File: src/rtl/debug_controller_pkg.sv
// debug_controller_pkg: shared types and constants for the debug controller.
// Contents: FSM state enum, host command bytes, dump lengths, snapshot width.
// Build option: DBG_REGDUMP_EN appends the 128-byte register file image to each dump.
package debug_controller_pkg;
    typedef enum logic [1:0] {IDLE, RUN, STEP, DUMP} state_t;
    localparam logic [7:0] CMD_CONT = 8'h63;
    localparam logic [7:0] CMD_STEP = 8'h73;
    localparam logic [7:0] CMD_DUMP = 8'h64;
    localparam int DUMP_LEN_BASE = 12;
    localparam int DUMP_LEN_REG = 140;
`ifdef DBG_REGDUMP_EN
    localparam int DUMP_LEN = DUMP_LEN_REG;
`else
    localparam int DUMP_LEN = DUMP_LEN_BASE;
`endif
    localparam int SNAP_W = DUMP_LEN * 8;
endpackage

File: src/rtl/debug_controller_if.sv
// debug_controller_if: host link byte streams of the debug controller.
// Signals: rx_data/rx_valid/rx_ready (host -> controller commands),
//          tx_data/tx_valid/tx_ready (controller -> host dump bytes).
// Modports: master = host link side, slave = controller side.
interface debug_controller_if;
    logic [7:0] rx_data;
    logic       rx_valid;
    logic       rx_ready;
    logic [7:0] tx_data;
    logic       tx_valid;
    logic       tx_ready;
    modport master (output rx_data, rx_valid, tx_ready, input rx_ready, tx_data, tx_valid);
    modport slave (input rx_data, rx_valid, tx_ready, output rx_ready, tx_data, tx_valid);
endinterface

File: src/rtl/dbg_byte_serializer.sv
// dbg_byte_serializer: shifts a latched snapshot out MSB byte first over a valid/ready link.
// Ports: clk, reset (async active-low), load (latch snapshot and start),
//        snapshot (dump image), tx_ready (in), tx_data/tx_valid (out),
//        done (last byte accepted this cycle).
// Build option: DBG_REGDUMP_EN (via package) sets the dump length.
module dbg_byte_serializer
    import debug_controller_pkg::*;
(
    input  logic              clk,
    input  logic              reset,
    input  logic              load,
    input  logic [SNAP_W-1:0] snapshot,
    input  logic              tx_ready,
    output logic [7:0]        tx_data,
    output logic              tx_valid,
    output logic              done
);
    logic [SNAP_W-1:0] sr;
    logic [7:0]        idx;
    logic              fire;

    assign fire    = tx_valid && tx_ready;
    assign done    = fire && (idx == 8'(DUMP_LEN - 1));
    assign tx_data = sr[SNAP_W-1 -: 8];

    // The shift register only moves on a handshake, so tx_data holds while stalled.
    always_ff @(posedge clk or negedge reset) begin
        if (!reset) begin
            sr       <= '0;
            idx      <= '0;
            tx_valid <= 1'b0;
        end else if (load) begin
            sr       <= snapshot;
            idx      <= '0;
            tx_valid <= 1'b1;
        end else if (fire) begin
            sr       <= sr << 8;
            idx      <= done ? 8'd0 : idx + 8'd1;
            tx_valid <= !done;
        end
    end
endmodule

File: src/rtl/debug_controller.sv
// debug_controller: host-driven run/step/dump control of a pipelined datapath.
// Ports: clk, reset (async active-low), bus (host link, slave modport),
//        dp_en (datapath clock enable), du_halt (halt reached writeback),
//        du_if_id ({instr, PC+4} of IF/ID), du_reg (register file, r31 at top).
// Build option: DBG_REGDUMP_EN appends du_reg to the dump (140 bytes instead of 12).
module debug_controller
    import debug_controller_pkg::*;
(
    input  logic              clk,
    input  logic              reset,
    debug_controller_if.slave bus,
    output logic              dp_en,
    input  logic              du_halt,
    input  logic [63:0]       du_if_id,
    input  logic [1023:0]     du_reg
);
    state_t            state, next;
    logic [31:0]       cnt, cnt_next;
    logic              rx_ready_q, fire_rx, load, done;
    logic [SNAP_W-1:0] snapshot;

    assign fire_rx    = bus.rx_valid && rx_ready_q;
    assign bus.rx_ready = rx_ready_q;
    // The snapshot must include the increment happening on the DUMP entry edge.
    assign cnt_next   = cnt + {31'd0, dp_en};
    assign load       = (state != DUMP) && (next == DUMP);

`ifdef DBG_REGDUMP_EN
    assign snapshot = {cnt_next, du_if_id, du_reg};
`else
    logic unused_reg;
    assign unused_reg = ^du_reg;
    assign snapshot = {cnt_next, du_if_id};
`endif

    always_comb begin
        next = state;
        case (state)
            IDLE: if (fire_rx)
                      next = (bus.rx_data == CMD_CONT) ? (du_halt ? DUMP : RUN) :
                             (bus.rx_data == CMD_STEP) ? (du_halt ? DUMP : STEP) :
                             (bus.rx_data == CMD_DUMP) ? DUMP : IDLE;
            RUN:  if (du_halt) next = DUMP;
            STEP: next = DUMP;
            DUMP: if (done) next = IDLE;
            default: next = IDLE;
        endcase
    end

    // Outputs are registered from the next state; rx_ready stays low until the first edge after reset.
    always_ff @(posedge clk or negedge reset) begin
        if (!reset) begin
            state      <= IDLE;
            dp_en      <= 1'b0;
            rx_ready_q <= 1'b0;
            cnt        <= '0;
        end else begin
            state      <= next;
            dp_en      <= (next == RUN) || (next == STEP);
            rx_ready_q <= (next == IDLE);
            if (dp_en) cnt <= cnt + 32'd1;
        end
    end

    dbg_byte_serializer u_ser (
        .clk      (clk),
        .reset    (reset),
        .load     (load),
        .snapshot (snapshot),
        .tx_ready (bus.tx_ready),
        .tx_data  (bus.tx_data),
        .tx_valid (bus.tx_valid),
        .done     (done)
    );
endmodule

File: src/flat_wrapper.sv
// flat-port wrapper written by rule: the top's interface ports become plain ports
module debug_controller_flat import debug_controller_pkg::*;
  (clk, reset, dp_en, du_halt, du_if_id, du_reg, bus_rx_data, bus_rx_valid, bus_tx_ready, bus_rx_ready, bus_tx_data, bus_tx_valid);
  debug_controller_if bus_i ();
  input  logic clk;
  input  logic reset;
  output logic dp_en;
  input  logic du_halt;
  input  logic [63:0] du_if_id;
  input  logic [1023:0] du_reg;
  input wire logic [$bits(bus_i.rx_data)-1:0] bus_rx_data;
  input wire logic [$bits(bus_i.rx_valid)-1:0] bus_rx_valid;
  input wire logic [$bits(bus_i.tx_ready)-1:0] bus_tx_ready;
  output wire logic [$bits(bus_i.rx_ready)-1:0] bus_rx_ready;
  output wire logic [$bits(bus_i.tx_data)-1:0] bus_tx_data;
  output wire logic [$bits(bus_i.tx_valid)-1:0] bus_tx_valid;
  assign bus_i.rx_data = bus_rx_data;
  assign bus_i.rx_valid = bus_rx_valid;
  assign bus_i.tx_ready = bus_tx_ready;
  assign bus_rx_ready = bus_i.rx_ready;
  assign bus_tx_data = bus_i.tx_data;
  assign bus_tx_valid = bus_i.tx_valid;
  debug_controller u_core (.clk(clk), .reset(reset), .bus(bus_i), .dp_en(dp_en), .du_halt(du_halt), .du_if_id(du_if_id), .du_reg(du_reg));
endmodule
File: config.mk
export PLATFORM = sky130hd
export DESIGN_NAME = debug_controller_flat
export DESIGN_NICKNAME = d
export VERILOG_FILES = /design/src/rtl/debug_controller_pkg.sv /design/src/rtl/debug_controller_if.sv /design/src/rtl/dbg_byte_serializer.sv /design/src/rtl/debug_controller.sv /design/src/flat_wrapper.sv
export SDC_FILE = /design/constraint.sdc
export NUM_CORES = 1
export LEC_CHECK = 0
export CAP_MARGIN = 25
export CORE_AREA = 2 2 427 429
export CTS_CLUSTER_DIAMETER = 100
export DETAILED_ROUTE_END_ITERATION = 10
export DIE_AREA = 0 0 429 431
export SLEW_MARGIN = 20
export SYNTH_ARGS = -nofsm -noshare
export SYNTH_HDL_FRONTEND = slang
export SYNTH_SLANG_ARGS = --single-unit
export TNS_END_PERCENT = 30
File: constraint.sdc
create_clock -name clk -period 8.7 [get_ports clk]
set_input_delay 1.305 -clock clk [delete_from_list [all_inputs] [get_ports clk]]
set_output_delay 1.305 -clock clk [all_outputs]
set_load 0.005 [all_outputs]
# Yosys cells after proc, flatten, opt, wreduce, memory -nomap -nowiden
# Index checks and enable logic that the tools add are counted.
# word_totals
inputBits	1101
romBits	0
latch_bits	0
register_bits	141
wordCells	46
n_memories	0
ram_bits	0
# classes
bitwise_logic	0
reduce_logical	9
div_mod_pow	0
add_sub_neg	3
shift	0
n_eq_ne	11
multipliers	0
order_cmp	0
muxes	16
# ops
operator	count
2-to-1 mux 96 bit	2
adder 32 x 1 -> 32 bit	1
adder 32 x 1 -> 32 bit, second input constant	1
== test 8 x 7 -> 1 bit, second input constant	3
2-to-1 mux 8 bit	3
2-to-1 mux 2 bit	7
adder 8 x 1 -> 8 bit, second input constant	1
== test 2 bit, second input constant	4
== test 8 x 4 -> 1 bit, second input constant	1
one-hot mux 2 bit (4 select lines)	1
== test 2 x 1 -> 1 bit, second input constant	2
logical AND 1 bit	4
logical NOT 2 bit	2
2-to-1 mux 1 bit	3
inequality test 2 bit, second input constant	1
nonzero test 2 bit	1
logical NOT 1 bit	1
logical OR 1 bit	1

# Depth between registers and ports, before layout
# Gate-level depths: netlist of the first run.
# logic_depth
depth_word	9
mapped_depth	11

# Modules after synthesis
# Synthesis of the first run repeated with hierarchy kept, for this count alone.
# unflattened
hier_cells	726
hier_area_um2	7193.1
# modules_own_cells
mod	area_per_inst_um2	instances	cells_per_inst	seq_area_each_um2
dbg_byte_serializer	4879.7	1	474	2627.5
debug_controller	2313.5	1	252	900.9

# Least setup slack after synthesis of the first run
# No wires, ideal clock.
# synth_timing
kind	input-to-reg
from	input port bus_rx_data[7]
to	register u_core.u_ser.sr[82]
cell_stages	10
required_time_ps	8580
setup_ps	120
arrival_ps	3567
setup_slack_ps	5013
path_cell_list	nor4bb_1 -> nand2_1 -> or4_1 -> o211a_1 -> ha_1 -> a21bo_2 -> clkbuf_1 -> buf_1 -> nand3_1 -> and3_1
# synth_between
elab_chain_len	9
# synth_lines
element	line_no	text
start, declared	flat_wrapper.sv:11	input wire logic [$bits(bus_i.rx_data)-1:0] bus_rx_data;
== test 8 x 7 -> 1 bit	debug_controller.sv:42	(bus.rx_data == CMD_DUMP) ? DUMP : IDLE;
2-to-1 mux 2 bit	debug_controller.sv:42	
2-to-1 mux 2 bit	debug_controller.sv:41	(bus.rx_data == CMD_STEP) ? (du_halt ? DUMP : STEP) :
2-to-1 mux 2 bit *	debug_controller.sv:40	next = (bus.rx_data == CMD_CONT) ? (du_halt ? DUMP : RUN) :
2-to-1 mux 2 bit *	debug_controller.sv:39	IDLE: if (fire_rx)
one-hot mux 2 bit (4 select lines) *	debug_controller.sv:38	case (state)
net u_core.next[0]	debug_controller.sv:17	state_t state, next;
== test 2 bit *	debug_controller.sv:26	assign load = (state != DUMP) && (next == DUMP);
logical AND 1 bit *	debug_controller.sv:26	
2-to-1 mux 96 bit or nonzero test 2 bit (tied branches)	--	
end signal, assigned	dbg_byte_serializer.sv:33	sr <= snapshot;
end signal, assigned	dbg_byte_serializer.sv:37	sr <= sr << 8;
end, declared	dbg_byte_serializer.sv:18	logic [SNAP_W-1:0] sr;
# The timed path passes the listed nets; every way through them passes the cells marked *.
# A chain may end at the register's enable or synchronous reset.

# Worst setup path in the final report of the first run
# layout_timing
from	input port bus_tx_ready
to	register u_core.u_ser.sr[78]
# layout_between
elab_chain_len	7
# layout_lines
element	line_no	text
start, declared	flat_wrapper.sv:13	input wire logic [$bits(bus_i.tx_ready)-1:0] bus_tx_ready;
logical AND 1 bit *	dbg_byte_serializer.sv:22	assign fire = tx_valid && tx_ready;
logical AND 1 bit *	dbg_byte_serializer.sv:23	assign done = fire && (idx == 8'(DUMP_LEN - 1));
2-to-1 mux 2 bit *	debug_controller.sv:45	DUMP: if (done) next = IDLE;
one-hot mux 2 bit (4 select lines) *	debug_controller.sv:38	
net u_core.next[1]	debug_controller.sv:17	
== test 2 bit *	debug_controller.sv:26	
logical AND 1 bit *	debug_controller.sv:26	
2-to-1 mux 96 bit or nonzero test 2 bit (tied branches)	--	
# Marks and branches as above.

==> metrics.md, run 1 <==
| Metric | Value |
|---|---|
| Total leakage power | 0.003647 uW |
| Max-cap viol count | 0 |
| Critical path required time | 9.01 ns |
| Count of final setup violators | 0 |
| Final design instance area without fill | 11320 sq um |
| Slowest library cell on the worst path | sky130_fd_sc_hd__nand3_1 |
| Status | completed |
| Worst Path Buf+Inv | 2 |
| Synth unique cells | 52 |
| Clock tree from TritonCTS | done |
| Cell count after synthesis | 823 |
| Areal power density over the cells | 239.4 nW/um^2 |
| Core outline area | 180200 sq um |
| CP cell instances | clkdlybuf4s50_1 > and2_4 > nand3_1 > o221a_2 > ha_1 > a21bo_4 > buf_12 > and3_1 > a21oi_1 |
| TritonCTS sink count | between 100 and 150 |
| Post-synth net total | between 1500 and 2000 |
| Die Outline Area | 184900 sq um |
| Post-route fraction of the period consumed by the critical path | 57.22% |
| Aggregate routed wire length | 25540 microns |
| Largest driver fanout on the critical path | 137 |
| Number of I/O port buffers | between 80 and 90 |
| Worst EP arrival | about 5.3 ns |
| Number of DRC markers after the initial detailed-route iteration | 414 |
| Floorplan die width | 429 microns |
| Detailed-route vias per instance | 1.865 |
| Fmax achieved | around 200 MHz |
| Category of the most critical setup path | in -> reg |
| Launching element type of the critical path | input pin |
| Top cell type's share of synthesized area | 49.23% |
| Post-synthesis async set-or-reset flop share | 100.0% |
| Iteration count of the initial detailed-routing pass | 5 |
| Cts repair resizes | 0 |
| Final Slew Violations | 0 |
| Warnings, synthesis | 0 |
| Flip-flop and latch count after synthesis | 141 |
| Setup TNS | 0 ns |
| Average wire per standard cell | ~8 microns |
| Area grow syn2layout | 58.00% |
| Root buffer cell | sky130_fd_sc_hd__clkbuf_16 |
| H-tree depth | 4 |
| Area post-placement | between 10000 and 15000 sq um |
| Final critical-path required period | 4.978 ns |
| Vert. Die Dim | 431 microns |
| Row count | 156 |
| Maximum number of pins on one net before global-route repair | 138 |
| Count of antenna-violating nets left after detailed routing | 0 |
| Via count of the first global-routing pass | 5985 |
| Clock latency on the worst-skew pair | 0.46 ns |
| Fraction of the yosys area taken by sequential cells | 49.23% |
| Clock buffer count from CTS | 17 |
| Clock transition at the register clock pins on the worst setup and hold paths after CTS | roughly 0.070 ns |
| Sum of overflow across all layers after global routing | 0 |
| Mapped cell area | 7167 sq um |
| Starting density of the core | 3.978% |
| Transition time at the pin with the least slew margin | between 0.9 and 1 ns |
| Path category of the worst min-delay check | reg -> reg |
| Post-synth EDFFs | 0 |
| Estimated wirelength of the detail-placed design | approximately 18000 microns |
| Share of layout cells above drive strength 1 | 5.950% |
| Count of buffers added by post-CTS timing repair for setup | 0 |
| Primary flip-flop cell chosen by synthesis mapping | sky130_fd_sc_hd__dfrtp_1 |
| Largest area contributor in the netlist | sky130_fd_sc_hd__dfrtp_1 |
| Post-layout utilization of the core | 6.285% |
| Unrepaired setup endpoints after global routing | no |
| Total routing resource utilization after global routing | about 2.8% |
| Net count, final | 1968 |
| Worst max-slew margin expressed relative to the limit | 37.42% |
| Maximum root-to-sink buffer count | 2 |
| Number of antenna violations at the first check in global routing | 2 |
| Endpoints failing hold | 0 |
| Type of element capturing the critical path | flip-flop |
| Hold buffer count at cts | 0 |
| Max Clock Skew | around 0.015 ns |
| I/O Pins | 1112 |
| Wire length of the first global-routing pass | around 38000 microns |
| Global placer's final weighted congestion | between 0.7 and 0.8 |
| Total vias in the final route | 6054 |
| Average footprint of a synthesized cell | 8.708 sq um |
| Peak supply drop | 167.3 uV |
| Top Family by Delay on Critical Path | simple AND/OR/NAND/NOR gates |
| Area contributors post-synth | sky130_fd_sc_hd__dfrtp_1 (49%), sky130_fd_sc_hd__nand2_1 (11%), sky130_fd_sc_hd__a31oi_1 (6.4%) |
| DRC violation count after routing | 0 |
| Maximum single-stage delay on the critical path | 0.73 ns |
-- final cells by class --
class / instances / area (sq um)
multi-input combinational: 606 / 3319
clock inverter: 13 / 128.9
fill: 21090 / 168800
clock buffer: 19 / 442.9
tap: 2370 / 2965
sequential: 141 / 3528
antenna: 2 / 5.005
inverter: 3 / 11.26
timing repair buffer: 92 / 922.1
-- stage by stage --
| step | instances | setup slack [ns] | power (uW) | hold WS (ns) |
|---|---|---|---|---|
| after floorplan | 823 | 5.013 | 1641 | 0.4583 |
| after global placement | 3212 | 3.191 | 1989 | 0.4767 |
| after detailed placement | 3212 | 3.177 | 2004 | 0.4849 |
| after CTS | 3244 | 3.680 | 2804 | 0.5025 |
| after global routing | 3246 | 3.577 | 2932 | 0.5282 |
| final | 3246 | 3.722 | 2710 | 0.5006 |
-- state kept, by name (all words and copies together) (netlist names) --
signal	count
u_core.u_ser.sr	96
u_core.cnt	32
u_core.u_ser.idx	8
u_core.state	2
u_core.bus.rx_ready	1
u_core.dp_en	1
u_core.u_ser.tx_valid	1
-- cell usage after synthesis (12+ instances only) --
cell                         n
sky130_fd_sc_hd__xor2_1     13
sky130_fd_sc_hd__nor2_1     74
sky130_fd_sc_hd__dfrtp_1   141
sky130_fd_sc_hd__a31oi_1    73
sky130_fd_sc_hd__clkbuf_1   46
sky130_fd_sc_hd__nand3_1    28
sky130_fd_sc_hd__nand2_1   219
sky130_fd_sc_hd__a21oi_1    12
sky130_fd_sc_hd__xnor2_1    35
sky130_fd_sc_hd__nor4_1     13
sky130_fd_sc_hd__and3_1     24
sky130_fd_sc_hd__nand4_1    24
-- power by group --
part	total (uW)	switching [uW]	internal, uW	leakage, uW
sequential	1060	157	900	0.00181
combinational	885	520	365	0.00155
clock	769	361	408	0.000281
total	2710	1040	1670	0.00365
-- final timing paths --
| path | from | to | slack, ns | cells past startpoint |
|---|---|---|---|---|
| max | bus_tx_ready | u_core.u_ser.sr[78]$_DFFE_PN0P_ | 3.72 | 9 |
| min | u_core.cnt[31]$_DFFE_PN0P_ | u_core.cnt[31]$_DFFE_PN0P_ | 0.50 | 1 |
| max reg2reg | u_core.u_ser.tx_valid$_DFFE_PN0P_ | u_core.u_ser.sr[78]$_DFFE_PN0P_ | 4.63 | 8 |
| min reg2reg | u_core.cnt[31]$_DFFE_PN0P_ | u_core.cnt[31]$_DFFE_PN0P_ | 0.50 | 1 |
| max in group asynchronous | reset | u_core.bus.rx_ready$_DFF_PN0_ | 6.43 | 2 |
| min in group asynchronous | reset | u_core.u_ser.sr[37]$_DFFE_PN0P_ | 0.93 | 1 |
-- cell families (layout without fill, tap and decap cells) --
family                   after synthesis  count (layout)  synth area share (%)
other                                  0               2                     0
multiplexers                           4               4                0.5936
adder cells (fa/ha/maj)                6               6                 1.047
XOR/XNOR                              48              48                 5.866
flip-flops                           141             141                 49.23
AND/OR/NAND/NOR                      429             429                 27.51
buffers and inverters                 76             127                 4.836
AO/OA/AOI/OAI                        119             119                 10.91
-- metal layers --
layer,GRT usage (%),share of wire (%),vias to the layer above
met2,5.831,62,90
met5,0,0,-
met3,0.3632,2.1,15
met1,2.438,32,3016
li1,-,-,2933
met4,1.790,3.5,0
-- placed cells by master, fill, tap and decap left out, types with 3 or more instances in the layout --
cell type / count
sky130_fd_sc_hd__and3_1: 24
sky130_fd_sc_hd__and4_1: 4
sky130_fd_sc_hd__a21oi_1: 12
sky130_fd_sc_hd__clkdlybuf4s50_1: 86
sky130_fd_sc_hd__or3_1: 10
sky130_fd_sc_hd__nand3_1: 28
sky130_fd_sc_hd__or4_1: 11
sky130_fd_sc_hd__nor3_1: 7
sky130_fd_sc_hd__a31oi_1: 73
sky130_fd_sc_hd__xor2_1: 13
sky130_fd_sc_hd__xnor2_1: 35
sky130_fd_sc_hd__o31ai_1: 5
sky130_fd_sc_hd__a211oi_1: 5
sky130_fd_sc_hd__buf_4: 4
sky130_fd_sc_hd__dfrtp_1: 141
sky130_fd_sc_hd__nor2_1: 74
sky130_fd_sc_hd__nor4_1: 13
sky130_fd_sc_hd__nand2_1: 218
sky130_fd_sc_hd__clkinv_4: 4
sky130_fd_sc_hd__ha_1: 6
sky130_fd_sc_hd__nand4_1: 24
sky130_fd_sc_hd__a211o_1: 4
sky130_fd_sc_hd__clkbuf_16: 17
sky130_fd_sc_hd__inv_1: 3
sky130_fd_sc_hd__or2_2: 4
sky130_fd_sc_hd__inv_6: 4
sky130_fd_sc_hd__o21ai_0: 6
sky130_fd_sc_hd__nor4b_1: 3
(Power assumes the default switching activity.)
==> run 2: changes to the inputs <==
CORE_AREA = 2 2 432 434   (was 2 2 427 429)
DIE_AREA = 0 0 434 436   (was 0 0 429 431)
clock period = 4.6 ns   (was 8.7 ns; I/O delays follow)
==> run 2 against run 1 <==
Net effect:
- flip-flop and latch count is the same
- die area up 2.3%
- register-to-register slack lost 3.5 ns
- clock-buffer cell count fell by 1
- via count is 1.6% higher
- global-route usage is essentially flat
- combinational power rose by 92%
- clock power rose by 98%
- routed wire length increased by 1.7%
- highest routed layer unchanged
==> metrics.md, run 2 (synthesis results as in run 1) <==
| Metric | Value |
|---|---|
| Status | completed |
| Number of DRC markers after the initial detailed-route iteration | around 590 |
| Sum of overflow across all layers after global routing | 0 |
| Critical path required time | about 5.0 ns |
| Category of the most critical setup path | reg -> reg |
| Final critical-path required period | between 3 and 4 ns |
| Root buffer cell | sky130_fd_sc_hd__clkbuf_16 |
| Slowest library cell on the worst path | sky130_fd_sc_hd__nand3_1 |
| Aggregate routed wire length | 25980 microns |
| Place WS | between 0.6 and 0.7 ns |
| Flip-flop count of the largest register, all copies and words added | 96 |
| Peak supply drop | 365.7 uV |
| Post-route fraction of the period consumed by the critical path | about 76% |
| Unrepaired setup endpoints after global routing | no |
| Fillcell total | 21770 |
| Final total power | 5202 uW |
| Cts repair resizes | 0 |
| Clock tree from TritonCTS | done |
| Die Outline Area | 189200 sq um |
| DRC violation count after routing | 0 |
| Worst Path Buf+Inv | 0 |
| Launching element type of the critical path | flip-flop |
| Clock buffer count from CTS | 17 |
| Setup TNS | 0 ns |
| Average wire per standard cell | 7.734 microns |
| Type of element capturing the critical path | flip-flop |
| CP cell instances | ha_1 > nor4b_1 > nand3_1 > o221a_2 > ha_1 > a21boi_4 > a31o_2 > or4_1 > o21ai_0 |
| Transition time at the pin with the least slew margin | 0.9065 ns |
| Total routing resource utilization after global routing | 2.771% |
| Clock transition at the register clock pins on the worst setup and hold paths after CTS | 0.09 ns |
| Routed length on met1 | 8133 microns |
| Count of buffers added by post-CTS timing repair for setup | 0 |
| Largest driver fanout on the critical path | 13 |
| Number of I/O port buffers | 87 |
| I/O Pins | 1112 |
| Count of final setup violators | 0 |
| Starting density of the core | a little under 4% |
| TritonCTS sink count | 141 |
| Estimated wirelength of the detail-placed design | ~19000 microns |
| Net count, final | 1972 |
| Clock latency on the worst-skew pair | 0.46 ns |
| Most common cell after layout, fill and taps aside | sky130_fd_sc_hd__nand2_1 |
| Iteration count of the initial detailed-routing pass | 5 |
| Top Family by Delay on Critical Path | simple AND/OR/NAND/NOR gates |
| Worst EP arrival | 3.88 ns |
| Share of layout cells above drive strength 1 | 6.378% |
| Commonest cells after routing, fill and taps aside | sky130_fd_sc_hd__nand2_1 (218), sky130_fd_sc_hd__dfrtp_1 (141), sky130_fd_sc_hd__clkdlybuf4s50_1 (86) |
| Floorplan die width | approximately 430 microns |
| Total vias in the final route | 6148 |
| Path category of the worst min-delay check | in -> async |
| Final Slew Violations | 0 |
| Max-cap viol count | 0 |
| Hold buffer count at cts | 0 |
| Biggest register | u_core.u_ser.sr |
| H-tree depth | 4 |
| Number of antenna violations at the first check in global routing | 1 |
| Most repeated library cell on the critical path | sky130_fd_sc_hd__ha_1 |
| Maximum root-to-sink buffer count | 2 |
| Detail Route met3 WL | 1015 microns |
| Area grow syn2layout | 60.77% |
| Highest metal layer with signal wires | met4 |
| Detailed route wirelength on metal2 | 16210 microns |
| Row count | around 160 |
| Max Clock Skew | 0.02725 ns |
| Core outline area | 184600 sq um |
| Global placer's final weighted congestion | 0.7540 |
| Endpoints failing hold | 0 |
| Count of antenna-violating nets left after detailed routing | 0 |
| Detailed-route vias per instance | 1.830 |
| Via count of the first global-routing pass | 5926 |
| Vert. Die Dim | about 440 microns |
| Largest registers | u_core.u_ser.sr x96, u_core.cnt x32, u_core.u_ser.idx x8 |
| Setup slack of the critical path after layout | 1.083 ns |
| Fmax achieved | ~280 MHz |
| Worst max-slew margin expressed relative to the limit | 39.01% |
| Areal power density over the cells | 451.5 nW/um^2 |
| Total leakage power | 0.003684 uW |
| Maximum number of pins on one net before global-route repair | about 150 |
| Wire length of the first global-routing pass | 38620 microns |
| Maximum single-stage delay on the critical path | 0.54 ns |
[run 2: cell types whose count changed in the layout (fill, tap and decap cells not counted)]
| cell | delta |
|---|---|
| sky130_fd_sc_hd__bufinv_16 | +1 |
| sky130_fd_sc_hd__diode_2 | -1 |
| sky130_fd_sc_hd__clkinv_8 | +1 |
| sky130_fd_sc_hd__inv_8 | +2 |
| sky130_fd_sc_hd__buf_4 | +4 |
| sky130_fd_sc_hd__clkinv_4 | -3 |
| sky130_fd_sc_hd__clkinvlp_4 | -1 |
| sky130_fd_sc_hd__inv_6 | +2 |
| sky130_fd_sc_hd__clkinv_2 | -1 |
| sky130_fd_sc_hd__clkbuf_8 | -1 |
[run 2: power breakdown]
group          total, uW  internal [uW]  leakage [uW]  switching, uW
Sequential          1980           1700       0.00181            281
Clock               1520            827      0.000299            696
Combinational       1700            701       0.00157            995
[run 2: routing by layer]
layer  vias up  track usage (%)
met5         -                0
met4         0            1.546
met3        26           0.5859
met2       118            5.636
met1      3059            2.460
li1       2945                -
[run 2: worst paths after layout]
path,startpoint,end,slack (ns),cells after the start
worst max-delay path,u_core.u_ser.idx[0]$_DFFE_PN0P_,u_core.u_ser.idx[6]$_DFFE_PN0P_,1.08,9
worst min-delay path,reset,u_core.u_ser.sr[22]$_DFFE_PN0P_,0.26,1
worst max register to register,u_core.u_ser.idx[0]$_DFFE_PN0P_,u_core.u_ser.idx[6]$_DFFE_PN0P_,1.08,9
worst min register to register,u_core.cnt[31]$_DFFE_PN0P_,u_core.cnt[31]$_DFFE_PN0P_,0.50,1
max in group asynchronous,reset,u_core.u_ser.sr[13]$_DFFE_PN0P_,3.34,2
min in group clk,u_core.cnt[31]$_DFFE_PN0P_,u_core.cnt[31]$_DFFE_PN0P_,0.50,1
[run 2: stage by stage]
stage | instance area [sq um] | cells | hold slack, ns | utilization, %
6_report | 11520 | 3359 | 0.2622 | 6.240
5_1_grt | 11520 | 3359 | 0.3155 | 6.240
4_1_cts | 11520 | 3358 | 0.3143 | 6.239
3_5_place_dp | 10910 | 3326 | 0.4803 | 5.911
3_3_place_gp | 10910 | 3326 | 0.4750 | 5.911
2_1_floorplan | 7167 | 823 | 0.3944 | -
[run 2: worst register-to-register path: cells and delay by family, from the launching register on]
family / cells / cell delay (ns)
fa+ha+maj: 2 / 0.42
compound gates: 4 / 1.17
simple gates: 3 / 1.47
flops: 1 / 0.39
[run 2: layout make-up]
cell class | instances | area (sq um) | area share (%)
clock inverter | 14 | 176.4 | 1.531
sequential | 141 | 3528 | 30.62
clock buffer | 18 | 429.2 | 3.725
timing repair buffer | 96 | 952.2 | 8.264
antenna | 1 | 2.502 | 0.02172
inverter | 3 | 11.26 | 0.09773
multi-input combinational | 606 | 3319 | 28.81
tap | 2480 | 3103 | 26.93
==> run 3: changes to the inputs <==
clock period = 3.7 ns   (was 4.6 ns; I/O delays follow)
==> run 3 against run 2 <==
Net effect:
- first-iteration DRC count shrank 17%
- final area increased by 1.8%
- global-route usage hardly changed
- utilization rose by 0.11 points
- register-to-register slack worse by 0.67 ns
- routed wire length rose by 0.77%
- flip-flop and latch count is the same
- clock-buffer cell count is 1 lower
==> metrics.md, run 3 (synthesis results as in run 1) <==
| Metric | Value |
|---|---|
| Wire length of the first global-routing pass | 39030 microns |
| Root buffer cell | sky130_fd_sc_hd__clkbuf_16 |
| Starting density of the core | 3.881% |
| Post-layout utilization of the core | 6.350% |
| TritonCTS sink count | 141 |
| Reg-to-reg critical path startpoint | u_core.u_ser.idx[0]$_DFFE_PN0P_ |
| Hold buffer count at cts | 0 |
| I/O Pins | 1112 |
| Worst max-slew margin expressed relative to the limit | 37.10% |
| Endpoints failing hold | 0 |
| Critical path required time | 4.04 ns |
| Count of antenna-violating nets left after detailed routing | 0 |
| CP cell instances | ha_1 > nor4b_1 > nand3_1 > buf_4 > o221a_2 > ha_1 > a21boi_4 > a31o_2 > or4_1 > o21ai_0 |
| Final Slew Violations | 0 |
| Portion of total power attributed to combinational logic | about a third |
| Net count, final | 1987 |
| Global placer's final weighted congestion | 0.7810 |
| Maximum single-stage delay on the critical path | 0.47 ns |
| Terminus of the critical flop-to-flop path | u_core.u_ser.idx[6]$_DFFE_PN0P_ |
| Iteration count of the initial detailed-routing pass | 5 |
| Part of the total power dissipated in the clock network | between 20 and 30% |
| Aggregate routed wire length | around 26000 microns |
| Most common cell after layout, fill and taps aside | sky130_fd_sc_hd__nand2_1 |
| Largest driver fanout on the critical path | 7 |
| Areal power density over the cells | 561.8 nW/um^2 |
| Launching element type of the critical path | flip-flop |
| Max-cap viol count | 0 |
| Clock buffer count from CTS | 17 |
| Post-route fraction of the period consumed by the critical path | 88.98% |
| Most repeated library cell on the critical path | sky130_fd_sc_hd__ha_1 |
| Depth of the worst register-to-register path | 10 |
| Final critical-path required period | ~3.3 ns |
| Via count of the first global-routing pass | 6237 |
| Number of antenna violations at the first check in global routing | 3 |
| Type of element capturing the critical path | flip-flop |
| Count of final setup violators | 0 |
| Biggest register | u_core.u_ser.sr |
| Slowest library cell on the worst path | sky130_fd_sc_hd__nor4b_1 |
| Total leakage power | 0.003772 uW |
| Commonest cells after routing, fill and taps aside | sky130_fd_sc_hd__nand2_1 (218), sky130_fd_sc_hd__dfrtp_1 (141), sky130_fd_sc_hd__clkdlybuf4s50_1 (86) |
| Vert. Die Dim | 436 microns |
| Largest registers | u_core.u_ser.sr x96, u_core.cnt x32, u_core.u_ser.idx x8 |
| Unrepaired setup endpoints after global routing | no |
| Transition time at the pin with the least slew margin | 0.9349 ns |
| Status | completed |
| Category of the most critical setup path | reg -> reg |
| DRC violation count after routing | 0 |
| Max Clock Skew | 0.02628 ns |
| Path category of the worst min-delay check | in -> async |
| Maximum root-to-sink buffer count | 2 |
| Average wire per standard cell | 7.740 microns |
| Detailed-route vias per instance | ~1.8 |
| Total routing resource utilization after global routing | roughly 2.8% |
| Clock transition at the register clock pins on the worst setup and hold paths after CTS | 0.08 ns |
| Count of buffers added by post-CTS timing repair for setup | 0 |
| Clock tree from TritonCTS | done |
| Switching Fraction | 38.29% |
| Peak supply drop | 317.3 uV |
| Share of layout cells above drive strength 1 | 8.063% |
| Internal power component | 4065 uW |
| Clock latency on the worst-skew pair | 0.45 ns |
| Cts repair resizes | 0 |
| Slack of the worst reg-to-reg path | around 0.41 ns |
| Flip-flop count of the largest register, all copies and words added | 96 |
| Net switching power of the design | roughly 2500 uW |
| Final total power | 6587 uW |
| Core outline area | 184600 sq um |
| Area grow syn2layout | 63.60% |
| Sum of overflow across all layers after global routing | 0 |
| Setup TNS | 0 ns |
| Total vias in the final route | 6185 |
| Floorplan die width | 434 microns |
| Fmax achieved | 303.7 MHz |
| Die Outline Area | between 150000 and 200000 sq um |
| Number of I/O port buffers | 87 |
| Part of the total power dissipated in sequential elements | 37.5% |
| Number of DRC markers after the initial detailed-route iteration | 489 |
| Row count | 158 |
| Worst EP arrival | around 3.6 ns |
| Estimated wirelength of the detail-placed design | 19400 microns |
| H-tree depth | 4 |
| Maximum number of pins on one net before global-route repair | between 60 and 70 |
-- run 3: cell count changes in the layout (fill, tap and decap cells not counted) --
cell,previous run,this run
sky130_fd_sc_hd__clkbuf_1,1,0
sky130_fd_sc_hd__clkinvlp_4,0,2
sky130_fd_sc_hd__inv_6,6,1
sky130_fd_sc_hd__diode_2,1,9
sky130_fd_sc_hd__bufinv_16,2,1
sky130_fd_sc_hd__buf_4,8,19
sky130_fd_sc_hd__clkinv_8,1,5
sky130_fd_sc_hd__buf_12,1,5
sky130_fd_sc_hd__inv_8,3,5
sky130_fd_sc_hd__clkinv_2,1,0
-- run 3: worst max path at each step --
| stage | startpoint | to | slack, ns | depth (start not counted) |
|---|---|---|---|---|
| floorplan | bus_rx_data[7] | u_core.u_ser.sr[91]$_DFFE_PN0P_ | 0.76 | 10 |
| global placement | bus_rx_data[6] | u_core.u_ser.idx[6]$_DFFE_PN0P_ | 0.12 | 10 |
| detailed placement | bus_rx_data[6] | u_core.u_ser.idx[6]$_DFFE_PN0P_ | 0.04 | 10 |
| CTS | u_core.u_ser.idx[0]$_DFFE_PN0P_ | u_core.u_ser.idx[6]$_DFFE_PN0P_ | 0.38 | 10 |
| global route | u_core.u_ser.idx[0]$_DFFE_PN0P_ | u_core.u_ser.idx[6]$_DFFE_PN0P_ | 0.18 | 10 |
| finish | u_core.u_ser.idx[0]$_DFFE_PN0P_ | u_core.u_ser.idx[6]$_DFFE_PN0P_ | 0.41 | 10 |
-- run 3: final cells by class --
cell class	instances	area, sq um
fillers	21770	172900
diodes	9	22.52
multi-input cells	606	3319
repair buffers	111	1115
clock inverters	15	200.2
clock buffers	17	425.4
well taps	2480	3103
flip-flops and latches	141	3528
inverters	3	11.26
-- run 3: layer usage --
metal	track usage, %	routed length (microns)	part of all wire, %	vias to the layer above
met1	2.479	8663	33	3077
met3	0.4866	777	3.0	24
met4	1.854	1196	4.6	0
met2	5.577	15540	59	102
li1	-	-	-	2982
met5	0	0	0	-
-- run 3: power groups by stage --
stage | Sequential [uW] | Combinational [uW] | Clock, uW
after floorplan | 2370 | 1480 | 0
after global placement | 2490 | 2340 | 0
after detailed placement | 2500 | 2360 | 0
after CTS | 2470 | 2370 | 1950
after global routing | 2540 | 2600 | 1990
final | 2470 | 2250 | 1870
-- run 3: worst max-delay path: cells and delay by family (launching register included) --
| kind | cells | cell delay, ns |
|---|---|---|
| flip-flops | 1 | 0.39 |
| AO/OA/AOI/OAI | 4 | 0.90 |
| adder cells (fa/ha/maj) | 2 | 0.43 |
| AND/OR/NAND/NOR | 3 | 1.22 |
| buffers and inverters | 1 | 0.26 |
-- run 3: metrics by stage --
stage / cell area (sq um) / cells / hold slack, ns / setup WS (ns)
after floorplan: 7167 / 823 / 0.2594 / 0.7632
after global placement: 11080 / 3341 / 0.4750 / 0.1226
after detailed placement: 11080 / 3341 / 0.4841 / 0.04070
after CTS: 11700 / 3373 / 0.06800 / 0.3789
after global routing: 11730 / 3382 / 0.09413 / 0.1770
final: 11730 / 3382 / 0.05689 / 0.4078
